[src/rtl/run_counter_p2.sv]
// Tracks runs of identical bits on w and flags the Nth consecutive equal bit
// combinationally (c), with a registered one-cycle detect pulse (z).
module run_counter_p2 #(
    parameter int unsigned N  = 4,
    parameter int unsigned CW = 3
) (
    input  logic          clk,
    input  logic          reset,
    input  logic          en,
    input  logic          w,
    input  logic [2:0]    state,
    output logic          c,
    output logic [CW-1:0] count,
    output logic          z
);

    typedef enum logic [2:0] {
        S0 = 3'b000,
        S1 = 3'b001,
        S2 = 3'b010,
        S3 = 3'b011,
        S4 = 3'b100
    } state_e;

    localparam logic [CW-1:0] CNT_MAX = CW'(N);
    localparam logic [CW-1:0] CNT_PRE = CW'(N - 1);
    localparam logic [CW-1:0] CNT_ONE = CW'(1);

    logic [CW-1:0] count_q, count_d;
    logic          prev_w_q, prev_w_d;
    logic          z_q, z_d;
    logic          same_bit;
    logic          state_match;

    assign same_bit    = (w == prev_w_q);
    assign state_match = ((state == S1) && !w) || ((state == S3) && w);

    always_comb begin
        count_d  = count_q;
        prev_w_d = prev_w_q;
        z_d      = z_q;
        c        = 1'b0;
        if (en && !reset) begin
            c = (count_q == CNT_PRE) && same_bit && state_match;
        end
        if (en) begin
            prev_w_d = w;
            z_d      = c;
            // count_q==0 only right after reset, so it always starts a fresh run
            if ((count_q != '0) && same_bit) begin
                count_d = (count_q == CNT_MAX) ? CNT_MAX : count_q + CNT_ONE;
            end else begin
                count_d = CNT_ONE;
            end
        end
    end

    always_ff @(posedge clk or posedge reset) begin
        if (reset) begin
            count_q  <= '0;
            prev_w_q <= 1'b0;
            z_q      <= 1'b0;
        end else begin
            count_q  <= count_d;
            prev_w_q <= prev_w_d;
            z_q      <= z_d;
        end
    end

    assign count = count_q;
    assign z     = z_q;

endmodule

[config.mk]
export PLATFORM = sky130hd
export DESIGN_NAME = run_counter_p2
export DESIGN_NICKNAME = d
export VERILOG_FILES = /design/src/rtl/run_counter_p2.sv
export SDC_FILE = /design/constraint.sdc
export NUM_CORES = 1
export LEC_CHECK = 0
export CAP_MARGIN = 25
export CORE_AREA = 4 4 41 43
export CTS_CLUSTER_DIAMETER = 120
export DETAILED_ROUTE_END_ITERATION = 7
export DIE_AREA = 0 0 45 47
export PLACE_DENSITY = 0.54
export RECOVER_POWER = 50
export SETUP_SLACK_MARGIN = 0.5
export SLEW_MARGIN = 40
export SYNTH_ARGS = -nofsm -noshare
export SYNTH_HDL_FRONTEND = slang
export SYNTH_SLANG_ARGS = --single-unit
[constraint.sdc]
create_clock -name clk -period 3.4 [get_ports clk]
set_input_delay 0.51 -clock clk [delete_from_list [all_inputs] [get_ports clk]]
set_output_delay 0.51 -clock clk [all_outputs]
set_load 0.1 [all_outputs]
## Word level (Yosys, flattened, before mapping)

Index checks and enable logic that the tools add are counted.

| cells by class | value |
|---|---|
| add/subtract/negate cells | 1 |
| equality and inequality tests | 5 |
| reductions and logical operators | 10 |
| mux-type cells | 3 |

Operator list:

| kind | count |
|---|---|
| 3-bit by 2-bit equality test with 1-bit output, second input constant | 2 |
| 1-bit logical AND | 6 |
| 3-bit 2-to-1 mux | 2 |
| 3-bit by 1-bit adder with 3-bit output, second input constant | 1 |
| 3-bit by 1-bit equality test with 1-bit output, second input constant | 1 |
| 3-bit equality test, second input constant | 1 |
| 3-bit nonzero test | 1 |
| 1-bit logical NOT | 2 |
| 1-bit equality test | 1 |
| 1-bit logical OR | 1 |
| 1-bit 2-to-1 mux | 1 |

| storage, ports and cells | value |
|---|---|
| register bits after elaboration | 5 |
| bits of input ports | 7 |
| word-level logic and storage cells | 22 |
| output and inout port bits | 5 |

## Depth between registers and ports, before layout

| depth | value |
|---|---|
| depth after elaboration | 5 |
| gate-level depth with buffers | 5 |
| mapped depth without buffers | 5 |

## Least setup slack after synthesis

Ideal clock, no wire load.

| path | value |
|---|---|
| kind | reg2out |
| from | register count_q[1], in the netlist count[1] |
| to | output c |
| stages on the path, launching flop included | 5 |
| slack | 0.151 ns |
| arrival time | 2.739 ns |
| required time | 2.890 ns |
| path buffers | 0 |
| cells stage by stage | dfrtp_1 -> ha_1 -> ha_1 -> nand4b_1 -> a211oi_2 |

| between the ends | value |
|---|---|
| word-level cells in the longest chain between the ends | 4 |

Ends and longest elaborated chain:

| what | line | source |
|---|---|---|
| from (decl) | 29 | `logic [CW-1:0] count_q, count_d;` |
| from (signal assigned) | 64 | `count_q <= count_d;` |
| 3-bit by 2-bit equality test with 1-bit output | 44 | `c = (count_q == CNT_PRE) && same_bit && state_match;` |
| 1-bit logical AND (2 in a row) | 44 |  |
| 1-bit 2-to-1 mux | 43 | `if (en && !reset) begin` |
| to (decl) | 12 | `output logic c,` |

No other way between the ends.

## Worst setup path after layout

| path | value |
|---|---|
| from | input w |
| to | output c |

| between the ends | value |
|---|---|
| word-level cells in the longest chain between the ends | 5 |
| elaborated cells between the ends (all ways) | 8 |
| classes of those cells | eq/ne: 1; mux: 1; reduce/logical: 6 |

Ends and longest elaborated chain:

| what | line | source |
|---|---|---|
| from (decl) | 10 | `input logic w,` |
| 1-bit logical NOT | 36 | `assign state_match = ((state == S1) && !w) \|\| ((state == S3) && w);` |
| 1-bit logical AND | 36 |  |
| 1-bit logical OR | 36 |  |
| 1-bit logical AND (*) | 44 |  |
| 1-bit 2-to-1 mux (*) | 43 |  |

Every way passes the cells marked *; elsewhere a longest branch is shown, timed or not.

==> out/results.ini <==
[status]
status = finished clean

[placed_design]
finalWeightedCongestion = 0.714
dpl.cell_count = 56
dp_hpwl_um = 528
placed_area_sq_um = 420
io_buffers = 11

[final_layout]
final_layout_size_suffix_gt1_share_pct = 20.0
areaGrowthSynthToFinish_pct = 45.7
nets = 56
stdcell_area_sq_um = 447
num_antenna_cells = 0
instances_no_fill = 60
multi_input_area_sq_um = 166
final_util_pct = 34.3
seq_area_sq_um = 125
final.fill_count = 141

[global_route]
grt_use_total_pct = 7.39
grt_antenna_before_repair = 0
grt_pass1_wl_um = 1040
overflow = 0
grt_pass1_vias = 270
grt_max_degree = 7

[run]
drv_cap = 0

[clock_network]
cts.clk_slew.worst_paths_ns = 0.04
clock_latency_ns = 0.23
cts_setup_buffers = 0
ctsHoldBuffers = 0
cts_resized = 0
cts_buffers = 3
clkSinkCount = 5
clk_path_buf_depth = 2
cts_root_buf = clkbuf_4
cts_tree = yes
h-tree-depth = 1

[worst_setup_path]
critical_path_class = input port to primary output
worstPathArrival_ns = 2.11
cp-end-kind = primary output
critPathMaxStageDelay_ns = 0.59
crit_path_start_kind = input port
cp_max_fo = 4
worst_ep_required_time_ns = 2.89
cp_slowest_cell = dlygate4sd3_1
critical_path.cell_chain = dlygate4sd3_1 > or3_1 > a211oi_4 > buf_4

[worst_hold_path]
hold_path.class = flop to flop

[detailed_routing]
firstDrtPassIters = 2
drcViolationCount = 0
vias = 259
wirelength_um = 597
drtAntennaViolNets = 0
vias_per_cell = 4.32
drtIter0Drc = 1
wl_per_cell_um = 9.95

[power]
p_int_uw = 149
ir_drop_mv = 0.248
p_seq_share_pct = 28.7
p_leak_uw = 0.000231
power_density_nw_per_um2 = 641
power_frac_comb_pct = 48.4
p_clk_share_pct = 22.9
p_sw_uw = 137
swShare_pct = 48.0

[sta]
worst_pin_slew_ns = 0.487
finClkSkew_ns = 0.00130
finalMaxSlewViolations = 0
hold_viol = 0
final.setup.tns_ns = 0
finalCritPeriodShare_pct = 77.0
relSlewSlack_pct = 67.8
grt_setup_unrepaired = false
period_needed_ns = 2.62
setup_viol = 0
timing.fmax_mhz = 382

[synthesis]
ys_ff_latch = 5
yosysTopAreaCell = dfrtp_1
ys_top_cells_by_area = dfrtp_1 41%, ha_1 12%, a21o_1 7.3%, inv_1 7.3%, a211oi_2 4.1%
synth_area_per_cell_sq_um = 10.2
syn_nets = 40
synth_seq_area_share_pct = 40.8
netlist_instances = 30
yosysWarnings = 0
synth_area_sq_um = 307
synth_top_area_share_pct = 40.8
yosysUniqueCellTypes = 17

[floorplanning]
std_cell_rows = 13
start_util_pct = 23.6
io_pins = 12
dieArea_sq_um = 2120
die_y_um = 47
die_w_um = 45
core-area_sq_um = 1300

==> stage by stage <==
step	hold slack [ns]	setup WS (ns)	power, uW
after floorplan	0.289	0.539	195
after global placement	0.476	0.933	232
after detailed placement	0.467	0.911	225
after CTS	0.476	0.908	293
after global routing	0.497	0.752	310
final	0.470	0.782	287
==> Yosys cell counts <==
master and count:
a2111oi_0 1, nand2_1 1, nand3_1 1, xor2_1 1, a211oi_2 1, or3_1 1, or3b_1 1, mux2i_1 1
nand4b_1 1, o21ai_1 1, mux2_1 1, a21oi_1 1, inv_1 6, o21ai_0 1, ha_1 3, a21o_1 3
dfrtp_1 5
==> placed cells by master, fill, tap and decap left out, types with 3 or more instances in the layout <==
master,n
a21o_1,3
buf_2,4
clkbuf_4,3
clkdlybuf4s50_1,3
dfrtp_1,5
dlygate4sd3_1,3
ha_1,3
inv_1,6
==> flip-flops by register name (all words and copies together) (netlist names) <==
signal / count
z: 1
prev_w_q: 1
count: 3
==> routing by layer <==
metal / vias to the layer above / track usage [%] / share of wire [%]
li1: 133 / - / -
met1: 123 / 6.24 / 38
met2: 1 / 12.7 / 59
met3: 2 / 2.30 / 1.2
met4: 0 / 8.77 / 1.5
met5: - / 0 / 0
==> worst paths after layout <==
kind | from | end | slack (ns) | cells after the start
max in group asynchronous | reset | prev_w_q | 2.61 | 2
min in group asynchronous | reset | count[2] | 0.63 | 2
min | z | z | 0.47 | 1
min reg2reg | z | z | 0.47 | 1
max | w | c | 0.78 | 4
max reg2reg | count[0] | count[2] | 1.87 | 5
==> cells by family (layout without fill, tap and decap cells) <==
| kind of cell | after synthesis | after routing | synth area share [%] |
|---|---|---|---|
| xor+xnor | 1 | 1 | 2.86 |
| buf+inv | 6 | 21 | 7.35 |
| fa+ha+maj | 3 | 3 | 12.2 |
| simple gates | 5 | 5 | 10.6 |
| mux | 2 | 2 | 6.94 |
| flops | 5 | 5 | 40.8 |
| compound gates | 8 | 8 | 19.2 |
==> critical path: cells and delay by family <==
| family | cells | cell delay [ns] |
|---|---|---|
| buf+inv | 2 | 0.92 |
| simple gates | 1 | 0.41 |
| compound gates | 1 | 0.27 |
==> power groups by stage <==
stage          Sequential [uW]  Clock, uW  Combinational, uW
4_1_cts                   82.5       69.4                141
5_1_grt                   84.7       77.4                148
6_report                  82.4       65.6                139
3_5_place_dp              83.4          0                141
2_1_floorplan              155          0               40.4
3_3_place_gp              83.4          0                149
==> cell type report <==
| cell class | count | share of cell area (%) |
|---|---|---|
| Multi-Input combinational cell | 19 | 37.3 |
| Sequential cell | 5 | 28.0 |
| Timing Repair Buffer | 11 | 19.6 |
| Clock buffer | 4 | 5.88 |
| Inverter | 6 | 5.04 |
| Tap cell | 15 | 4.20 |
No activity file was read; power rests on OpenSTA's default activity.
